## config.mk

```make
export PLATFORM = sky130hd
export DESIGN_NAME = axi_write_arbiter
export DESIGN_NICKNAME = d
export VERILOG_FILES = /design/src/rtl/axi_arb_pkg.sv /design/src/rtl/rr_arbiter2.sv /design/src/rtl/axi_write_arbiter.sv
export SDC_FILE = /design/constraint.sdc
export NUM_CORES = 1
export LEC_CHECK = 0
export BUFFER_PORTS_ARGS = -buffer_cell sky130_fd_sc_hd__buf_2
export CAP_MARGIN = 10
export CORE_AREA = 3 3 148 150
export CTS_BUF_LIST = sky130_fd_sc_hd__clkbuf_8 sky130_fd_sc_hd__clkbuf_16
export DETAILED_ROUTE_END_ITERATION = 8
export DIE_AREA = 0 0 151 153
export GPL_TIMING_DRIVEN = 0
export PLACE_DENSITY = 0.46
export SETUP_SLACK_MARGIN = 0.3
export SYNTH_ARGS = -nofsm -noshare
export SYNTH_HDL_FRONTEND = slang
export SYNTH_HIERARCHICAL = 1
export SYNTH_SLANG_ARGS = --single-unit
```

## constraint.sdc

```tcl
create_clock -name clk -period 2.47 [get_ports clk]
set_input_delay 0.3705 -clock clk [delete_from_list [all_inputs] [get_ports clk]]
set_output_delay 0.3705 -clock clk [all_outputs]
set_load 0.005 [all_outputs]
```

## src/rtl/axi_arb_pkg.sv

```systemverilog
// Shared types and AXI field widths for the two-requester AXI write arbiter.
package axi_arb_pkg;

   localparam int unsigned LenW   = 8;
   localparam int unsigned SizeW  = 3;
   localparam int unsigned BurstW = 2;
   localparam int unsigned RespW  = 2;

   localparam logic [RespW-1:0] RespOkay   = 2'b00;
   localparam logic [RespW-1:0] RespSlverr = 2'b10;

   typedef enum logic [1:0] {
      StIdle = 2'd0,
      StAddr = 2'd1,
      StData = 2'd2,
      StResp = 2'd3
   } arb_state_e;

endpackage

```

## src/rtl/rr_arbiter2.sv

```systemverilog
// Two-way round-robin pick; the pointer register is owned by the caller.
module rr_arbiter2 (
   input  logic [1:0] req_i,
   input  logic       ptr_i,
   output logic [1:0] gnt_o
);

   always_comb begin
      gnt_o = 2'b00;
      if (req_i == 2'b11) begin
         gnt_o = ptr_i ? 2'b10 : 2'b01;
      end else begin
         gnt_o = req_i;
      end
   end

endmodule

```

## src/rtl/axi_write_arbiter.sv

```systemverilog
// Shares one AXI write path between two requesters; a grant covers AW, all W beats and B.
module axi_write_arbiter
   import axi_arb_pkg::*;
#(
   parameter int unsigned AW = 32,
   parameter int unsigned DW = 64,
   parameter int unsigned SW = DW / 8
) (
   input  logic                  clk,
   input  logic                  resetn,
   input  logic [2*AW-1:0]       m_awaddr,
   input  logic [2*LenW-1:0]     m_awlen,
   input  logic [2*SizeW-1:0]    m_awsize,
   input  logic [2*BurstW-1:0]   m_awburst,
   input  logic [1:0]            m_awvalid,
   output logic [1:0]            m_awready,
   input  logic [2*DW-1:0]       m_wdata,
   input  logic [2*SW-1:0]       m_wstrb,
   input  logic [1:0]            m_wlast,
   input  logic [1:0]            m_wvalid,
   output logic [1:0]            m_wready,
   output logic [2*RespW-1:0]    m_bresp,
   output logic [1:0]            m_bvalid,
   input  logic [1:0]            m_bready,
   output logic [AW-1:0]         s_awaddr,
   output logic [LenW-1:0]       s_awlen,
   output logic [SizeW-1:0]      s_awsize,
   output logic [BurstW-1:0]     s_awburst,
   output logic                  s_awvalid,
   input  logic                  s_awready,
   output logic [DW-1:0]         s_wdata,
   output logic [SW-1:0]         s_wstrb,
   output logic                  s_wlast,
   output logic                  s_wvalid,
   input  logic                  s_wready,
   input  logic [RespW-1:0]      s_bresp,
   input  logic                  s_bvalid,
   output logic                  s_bready,
   output logic [1:0]            grant,
   output logic                  err_wlast
);

   arb_state_e        state_q, state_d;
   logic [1:0]        grant_q, grant_d;
   logic [LenW-1:0]   beat_q, beat_d;
   logic [LenW-1:0]   len_q, len_d;
   logic              rr_q, rr_d;
   logic              err_q, err_d;

   logic [1:0]        pick_gnt;
   logic              idx;
   logic              last_beat;
   logic              aw_hs, w_hs, b_hs;

   rr_arbiter2 u_rr (
      .req_i (m_awvalid),
      .ptr_i (rr_q),
      .gnt_o (pick_gnt)
   );

   // Grant is one-hot, so bit 1 doubles as the owner index.
   assign idx       = grant_q[1];
   assign last_beat = (beat_q == len_q);
   assign aw_hs     = s_awvalid && s_awready;
   assign w_hs      = s_wvalid && s_wready;
   assign b_hs      = s_bvalid && s_bready;
   assign grant     = grant_q;
   assign err_wlast = err_q;

   always_comb begin
      s_awaddr  = '0;
      s_awlen   = '0;
      s_awsize  = '0;
      s_awburst = '0;
      s_awvalid = 1'b0;
      s_wdata   = '0;
      s_wstrb   = '0;
      s_wlast   = 1'b0;
      s_wvalid  = 1'b0;
      s_bready  = 1'b0;
      m_awready = 2'b00;
      m_wready  = 2'b00;
      m_bvalid  = 2'b00;
      m_bresp   = '0;
      case (state_q)
         StAddr: begin
            s_awaddr  = idx ? m_awaddr[2*AW-1:AW] : m_awaddr[AW-1:0];
            s_awlen   = idx ? m_awlen[2*LenW-1:LenW] : m_awlen[LenW-1:0];
            s_awsize  = idx ? m_awsize[2*SizeW-1:SizeW] : m_awsize[SizeW-1:0];
            s_awburst = idx ? m_awburst[2*BurstW-1:BurstW] : m_awburst[BurstW-1:0];
            s_awvalid = m_awvalid[idx];
            m_awready = grant_q & {2{s_awready}};
         end
         StData: begin
            s_wdata  = idx ? m_wdata[2*DW-1:DW] : m_wdata[DW-1:0];
            s_wstrb  = idx ? m_wstrb[2*SW-1:SW] : m_wstrb[SW-1:0];
            s_wvalid = m_wvalid[idx];
            s_wlast  = last_beat;
            m_wready = grant_q & {2{s_wready}};
         end
         StResp: begin
            s_bready = m_bready[idx];
            m_bvalid = grant_q & {2{s_bvalid}};
            if (idx) begin
               m_bresp[2*RespW-1:RespW] = s_bresp;
            end else begin
               m_bresp[RespW-1:0] = s_bresp;
            end
         end
         default: ;
      endcase
   end

   always_comb begin
      state_d = state_q;
      grant_d = grant_q;
      beat_d  = beat_q;
      len_d   = len_q;
      rr_d    = rr_q;
      err_d   = err_q;
      case (state_q)
         StIdle: begin
            if (|m_awvalid) begin
               grant_d = pick_gnt;
               state_d = StAddr;
            end
         end
         StAddr: begin
            if (aw_hs) begin
               len_d   = s_awlen;
               beat_d  = '0;
               state_d = StData;
            end
         end
         StData: begin
            if (w_hs) begin
               if (m_wlast[idx] != s_wlast) begin
                  err_d = 1'b1;
               end
               // Hold the counter on the final beat so len=255 never wraps.
               if (last_beat) begin
                  state_d = StResp;
               end else begin
                  beat_d = beat_q + 8'd1;
               end
            end
         end
         StResp: begin
            if (b_hs) begin
               rr_d    = ~idx;
               grant_d = 2'b00;
               state_d = StIdle;
            end
         end
         default: state_d = StIdle;
      endcase
   end

   always_ff @(posedge clk or negedge resetn) begin
      if (!resetn) begin
         state_q <= StIdle;
         grant_q <= 2'b00;
         beat_q  <= '0;
         len_q   <= '0;
         rr_q    <= 1'b0;
         err_q   <= 1'b0;
      end else begin
         state_q <= state_d;
         grant_q <= grant_d;
         beat_q  <= beat_d;
         len_q   <= len_d;
         rr_q    <= rr_d;
         err_q   <= err_d;
      end
   end

endmodule

```

==> impl_metrics.json, run 1 <==
{
  "grt_util_all_layers": 0.1413,
  "core-area_um2": 20820,
  "gp_congestion": 0.8467,
  "pin_count": 383,
  "ir_worst_vdd_mv": 0.3396,
  "tritoncts": "done",
  "synth_common_cells": "mux2i_1, nor2_1, nor2b_1",
  "die-area_um2": 23100,
  "regToRegEndpoint": "state_q[1]",
  "crit_slowest_cell": "dfrtp_1",
  "clkPwrFrac": 0.080,
  "drive_gt1_frac": 0.6000,
  "r2r_start": "state_q[0]",
  "ys_ff_latch": 22,
  "yosysTopAreaCell": "mux2i_1",
  "antenna_found_initial": 1,
  "leakage_nw": 3.154,
  "crit_required_ns": 2.10,
  "reg2reg_setup_slack_ns": 0.45,
  "synth-async-reset-ratio": 1.000,
  "slew_headroom": 0.4865,
  "slew_viol_final": 0,
  "drtIter0Drc": 166,
  "timing.setup.tns_ns": 0,
  "p_per_area_nw_per_um2": 776.3,
  "cp_max_fo": 11,
  "portBuffers": 382,
  "hold_violations": 0,
  "r2r_cells": 7,
  "cts.sink_count": 22,
  "power.switching_w": 0.002132,
  "path_cells": "buf_6 -> buf_12 -> buf_16 -> clkbuf_16 -> mux2i_4 -> nor2_1 -> buf_2",
  "fin_crit_sh": 0.8547,
  "finalSetupViolations": 0,
  "min_period_ns": 2.111,
  "synth_area_um2": 3249,
  "synth_fp_nets": 655,
  "synthCells": 400,
  "detail_route.wl_per_cell_um": 17.04,
  "ctsHoldBuffers": 0,
  "drt_pass1_iterations": 4,
  "end_kind": "output port",
  "cts.path.max_buffers": 2,
  "hpwl_um": 15850,
  "overflow": 0,
  "grt_pass1_wl_um": 25650,
  "tightest_slew_ns": 0.7643,
  "finalClockSkew_ns": 0.008320,
  "numCtsBuffers": 3,
  "grt_pass1_vias": 4342,
  "synth_top_area_share": 0.3697,
  "rsz0062_at_grt": "yes",
  "root_buffer": "clkbuf_16",
  "start_kind": "flip-flop",
  "route.detailed.drc": 0,
  "num_rows": 53,
  "outcome": "completed",
  "critPathArrivalTime_ns": 1.74,
  "fin_ws_ns": 0.3588,
  "cp_slowest_stage_delay_ns": 0.38,
  "insertion_delay_ns": 0.26,
  "ys_top_cells_by_area": "mux2i_1, dfrtp_1, nor2b_1, nor2_1, mux2_2",
  "fin_nets": 1051,
  "dieWidth_um": 151,
  "ys_seq_area_frac": 0.1694,
  "area_growth_syn_to_layout_pct": 88.22,
  "p_comb_frac": 0.797,
  "ys.warnings.count": 6,
  "synth_most_common_cell": "mux2i_1",
  "yosysUniqueCellTypes": 44,
  "worst-setup-path-type": "flip-flop to output port",
  "via_per_inst": 4.094,
  "diodes": 0,
  "start_util": 0.1561,
  "hp-class": "input pin to async pin",
  "cap_viol_max_count": 0,
  "synth_area_per_cell_um2": 8.123,
  "synth-edff-count": 0,
  "die_h_um": 153,
  "grt_max_degree": 23,
  "vias": 4381,
  "ys.flop_type": "dfrtp_1",
  "detail_route.wirelength_um": 18230,
  "place_ws_ns": -0.3324,
  "cts.reportedPaths.clkPinSlew_ns": 0.06,
  "utilization": 0.2937,
  "h-tree-depth": 1,
  "seqPwrFrac": 0.124,
  "final_antenna_net_count": 0,
  "p_int_w": 0.002616,
  "swShare": 0.4489,
  "fmax_ghz": 0.4737
}
what timing repair did:
item | 4_1_cts | 5_1_grt
resized for setup | 69 | 60
buffers inserted | 2 | 6
gates cloned | 0 | 1
setup endpoints to repair | 126 | 102
power by group through the flow:
stage	Clock (W)	Sequential [W]	Combinational, W
finish	0.000380	0.000587	0.00378
global route	0.000398	0.000608	0.00414
CTS	0.000390	0.000586	0.00355
detailed placement	0	0.000588	0.00327
global placement	0	0.000587	0.00326
floorplan	0	0.000556	0.00186
final cells by class:
cell class	instances	area, µm²
flip-flops and latches	22	551.8
repair buffers	391	2002
clock buffers	4	88.84
multi-input cells	340	2723
well taps	275	344.1
fillers	2317	14710
plain buffers	29	369.1
inverters	9	37.54
per-stage QoR:
stage	hold WS, ns	cells	instance area [µm²]	total power, W
2_1_floorplan	0.07491	400	3249	0.002416
4_1_cts	0.09909	1063	5822	0.004530
3_5_place_dp	0.3762	1057	5505	0.003853
6_report	0.07953	1070	6116	0.004748
3_3_place_gp	0.3761	1057	5505	0.003850
5_1_grt	0.1171	1070	6116	0.005142
cells by family (layout without fill, tap and decap cells):
family,Yosys count,in the layout,share of synthesized area
flops,22,22,0.1694
buf+inv,38,433,0.05159
compound gates,30,30,0.06354
xor+xnor,9,9,0.02657
simple gates,164,164,0.2572
fa+ha+maj,6,6,0.02310
mux,131,131,0.4085
worst max-delay path: cells and delay by family, from the launching register on:
family | cells | cell delay (ns)
buffers and inverters | 5 | 0.77
flip-flops | 1 | 0.38
multiplexers | 1 | 0.18
AND/OR/NAND/NOR | 1 | 0.12
worst max-delay path by stage:
stage               start           to  slack (ns)  depth (start not counted)
4_1_cts          grant[1]  s_wdata[14]        0.30                          7
2_1_floorplan  state_q[0]   state_q[1]        0.63                          6
3_5_place_dp   state_q[0]  s_wdata[54]       -0.33                          7
6_report         grant[1]  s_wdata[61]        0.36                          7
3_3_place_gp   state_q[0]  s_wdata[54]       -0.33                          7
5_1_grt          grant[1]  s_wdata[42]        0.28                          7
registers in the layout (all words and copies together), names as in the netlist:
| name | count |
|---|---|
| err_wlast | 1 |
| rr_q | 1 |
| len_q | 8 |
| grant | 2 |
| beat_q | 8 |
| state_q | 2 |
cell usage in the layout, fill, tap and decap left out, types with 3 or more instances in the layout:
cell type / synthesis / final
dfrtp_1: 22 / 21
buf_4: 3 / 12
buf_6: 0 / 4
buf_12: 0 / 6
or3_1: 4 / 4
buf_2: 11 / 382
nor2_1: 75 / 67
clkbuf_8: 0 / 3
nand2_1: 8 / 8
and3_1: 8 / 8
o21ai_0: 8 / 8
buf_8: 0 / 3
mux2_2: 10 / 10
and2_1: 3 / 3
o31ai_1: 4 / 3
mux2i_4: 0 / 7
clkbuf_4: 0 / 5
a21oi_1: 6 / 6
clkbuf_16: 0 / 4
mux2i_2: 1 / 12
nor2b_1: 48 / 47
nor2_2: 1 / 8
ha_1: 6 / 4
xnor2_1: 7 / 7
inv_1: 9 / 6
nand4_1: 5 / 5
mux2i_1: 120 / 102
routing by layer:
layer / vias to the layer above / track usage / wire [µm]
li1: 2180 / - / -
met1: 2001 / 0.1784 / 7324
met2: 190 / 0.2554 / 9189
met3: 8 / 0.02994 / 1598
met4: 2 / 0.01123 / 104
met5: - / 0 / 13
Note: power is estimated with default switching activity, not from simulation.
==> run 2, diff against run 1 <==
--- a/config.mk
+++ b/config.mk
@@ -7,12 +7,12 @@
 export LEC_CHECK = 0
 export BUFFER_PORTS_ARGS = -buffer_cell sky130_fd_sc_hd__buf_2
 export CAP_MARGIN = 10
-export CORE_AREA = 3 3 148 150
+export CORE_AREA = 3 3 146 148
 export CTS_BUF_LIST = sky130_fd_sc_hd__clkbuf_8 sky130_fd_sc_hd__clkbuf_16
 export DETAILED_ROUTE_END_ITERATION = 8
-export DIE_AREA = 0 0 151 153
+export DIE_AREA = 0 0 149 151
 export GPL_TIMING_DRIVEN = 0
-export PLACE_DENSITY = 0.46
+export PLACE_DENSITY = 0.48
 export SETUP_SLACK_MARGIN = 0.3
 export SYNTH_ARGS = -nofsm -noshare
 export SYNTH_HDL_FRONTEND = slang
==> constraint.sdc (replaced) <==
create_clock -name clk -period 1.7 [get_ports clk]
set_input_delay 0.255 -clock clk [delete_from_list [all_inputs] [get_ports clk]]
set_output_delay 0.255 -clock clk [all_outputs]
set_load 0.005 [all_outputs]
==> run 2 against run 1 <==
Against the previous run: the flow now finishes with violations (negative setup slack); critical path type unchanged; clock skew shrank 0.0035 ns; largest cell class unchanged; worst hold slack gained 0.28 ns; flip-flop and latch count is the same; final cell count grew 4.5%; sequential share of layout area shrank 1.9 points; critical path depth is the same; utilization grew 8.9 points.
==> impl_metrics.json, run 2 (synthesis results as in run 1) <==
{
  "regToRegEndpoint": "beat_q[5]",
  "r2r_cells": 10,
  "area_growth_syn_to_layout_pct": 137.7,
  "dieWidth_um": 149,
  "place_ws_ns": -0.3512,
  "root_buffer": "clkbuf_16",
  "fin_crit_sh": 1.149,
  "start_kind": "flip-flop",
  "via_per_inst": 4.096,
  "gp_congestion": 0.9238,
  "fmax_ghz": 0.5120,
  "min_period_ns": 1.953,
  "crit_start": "grant[1]",
  "reg2reg_setup_slack_ns": -0.24,
  "drive_gt1_frac": 0.7414,
  "hpwl_um": 15510,
  "grt_pass1_wl_um": 27080,
  "cp_max_fo": 10,
  "hold_violations": 0,
  "r2r_start": "state_q[1]",
  "cap_viol_max_count": 0,
  "pin_count": 383,
  "die-area_um2": 22500,
  "cts.reportedPaths.clkPinSlew_ns": 0.07,
  "crit_required_ns": 1.44,
  "fin_ws_ns": -0.2531,
  "insertion_delay_ns": 0.26,
  "violations": "negative setup slack",
  "p_per_area_nw_per_um2": 1302,
  "utilization": 0.3829,
  "mostFrequentLayoutCells": "buf_2, mux2i_1, nor2_1",
  "num_rows": 52,
  "hp-class": "input pin to flip-flop",
  "layout_commonest_cell": "buf_2",
  "leakage_nw": 3.683,
  "tightest_slew_ns": 0.5795,
  "numCtsBuffers": 3,
  "antenna_found_initial": 1,
  "top_regs": "beat_q (8), len_q (8)",
  "fin_nets": 1103,
  "slew_viol_final": 0,
  "grt_util_all_layers": 0.1562,
  "start_util": 0.1611,
  "detail_route.wirelength_um": 20380,
  "slew_headroom": 0.6115,
  "overflow": 0,
  "tritoncts": "done",
  "rsz0062_at_grt": "yes",
  "final_antenna_net_count": 0,
  "die_h_um": 151,
  "ir_worst_vdd_mv": 0.8211,
  "grt_pass1_vias": 4370,
  "end_kind": "output port",
  "portBuffers": 382,
  "critPathArrivalTime_ns": 1.70,
  "cts.path.max_buffers": 2,
  "detail_route.wl_per_cell_um": 18.23,
  "outcome": "complete, but fails checks",
  "grt_max_degree": 23,
  "cts.sink_count": 22,
  "drt_pass1_iterations": 4,
  "route.detailed.drc": 0,
  "endpoint": "s_wdata[63]",
  "drtIter0Drc": 128,
  "finalSetupViolations": 149,
  "vias": 4579,
  "core-area_um2": 20170,
  "finalClockSkew_ns": 0.004836,
  "worst-setup-path-type": "flip-flop to output port",
  "h-tree-depth": 1
}
[run 2: changes by cell type in the layout (fill, tap and decap cells not counted), moves of 18 or more]
cell	change
nor2_2	+22
mux2i_1	-29
mux2i_4	+19
nor2_1	-31
buf_4	+18
buf_6	+25
[run 2: worst max-delay path, stage by stage, from the launching register on]
cell and delay, ns:
dfrtp_1 0.36, buf_6 0.12, buf_12 0.13, buf_12 0.14, buf_12 0.18, mux2i_2 0.28
nor2_1 0.07, buf_2 0.14
[run 2: worst min path at each step]
stage               slack, ns  startpoint  cells past startpoint         to
CTS                      0.30    s_bvalid                      3       rr_q
floorplan               -0.04      resetn                      0  beat_q[0]
global placement         0.27      resetn                      1  beat_q[3]
finish                   0.36    s_bvalid                      3       rr_q
detailed placement       0.27      resetn                      1  beat_q[2]
global route             0.39    s_bvalid                      3       rr_q
[run 2: repair_timing]
action                                  4_1_cts  5_1_grt
endpoints found under the hold margin        22        0
resized for setup                           131      121
gates cloned                                 10        5
hold buffers                                  1        0
endpoints found under the setup margin      152      153
setup buffers                                32       13
pin swaps                                    11       14
[run 2: metal layers]
| layer | track usage | routed length (µm) | vias up |
|---|---|---|---|
| li1 | - | - | 2308 |
| met1 | 0.1979 | 8120 | 2096 |
| met2 | 0.2906 | 10900 | 157 |
| met3 | 0.01197 | 999 | 18 |
| met4 | 0.03158 | 359 | 0 |
| met5 | 0 | 0 | - |
[run 2: through the flow]
step / power, W / setup TNS [ns] / std cells / hold WS (ns) / instance area [µm²]
finish: 0.01005 / -26.18 / 1118 / 0.3571 / 7724
global route: 0.01064 / -37.95 / 1118 / 0.3934 / 7724
CTS: 0.008824 / -24.96 / 1099 / 0.3018 / 6978
detailed placement: 0.006076 / -11.23 / 1052 / 0.2679 / 5797
global placement: 0.006077 / -12.06 / 1052 / 0.2732 / 5797
floorplan: 0.004028 / 0 / 400 / -0.04059 / 3547
[run 2: area by class of cell]
type | instances | area (µm²)
fillers | 2041 | 12450
multi-input cells | 341 | 3450
repair buffers | 442 | 2671
plain buffers | 29 | 566.8
flip-flops and latches | 22 | 553.0
well taps | 270 | 337.8
clock buffers | 3 | 75.07
inverters | 9 | 37.54
clock inverters | 1 | 30.03
diodes | 1 | 2.502
[run 2: power breakdown]
group	switching (W)	internal (W)	leakage, nW
combinational	0.00375	0.00475	3.35
sequential	0.000188	0.000685	0.283
clock	0.000212	0.000468	0.0511
total	0.00415	0.00590	3.68
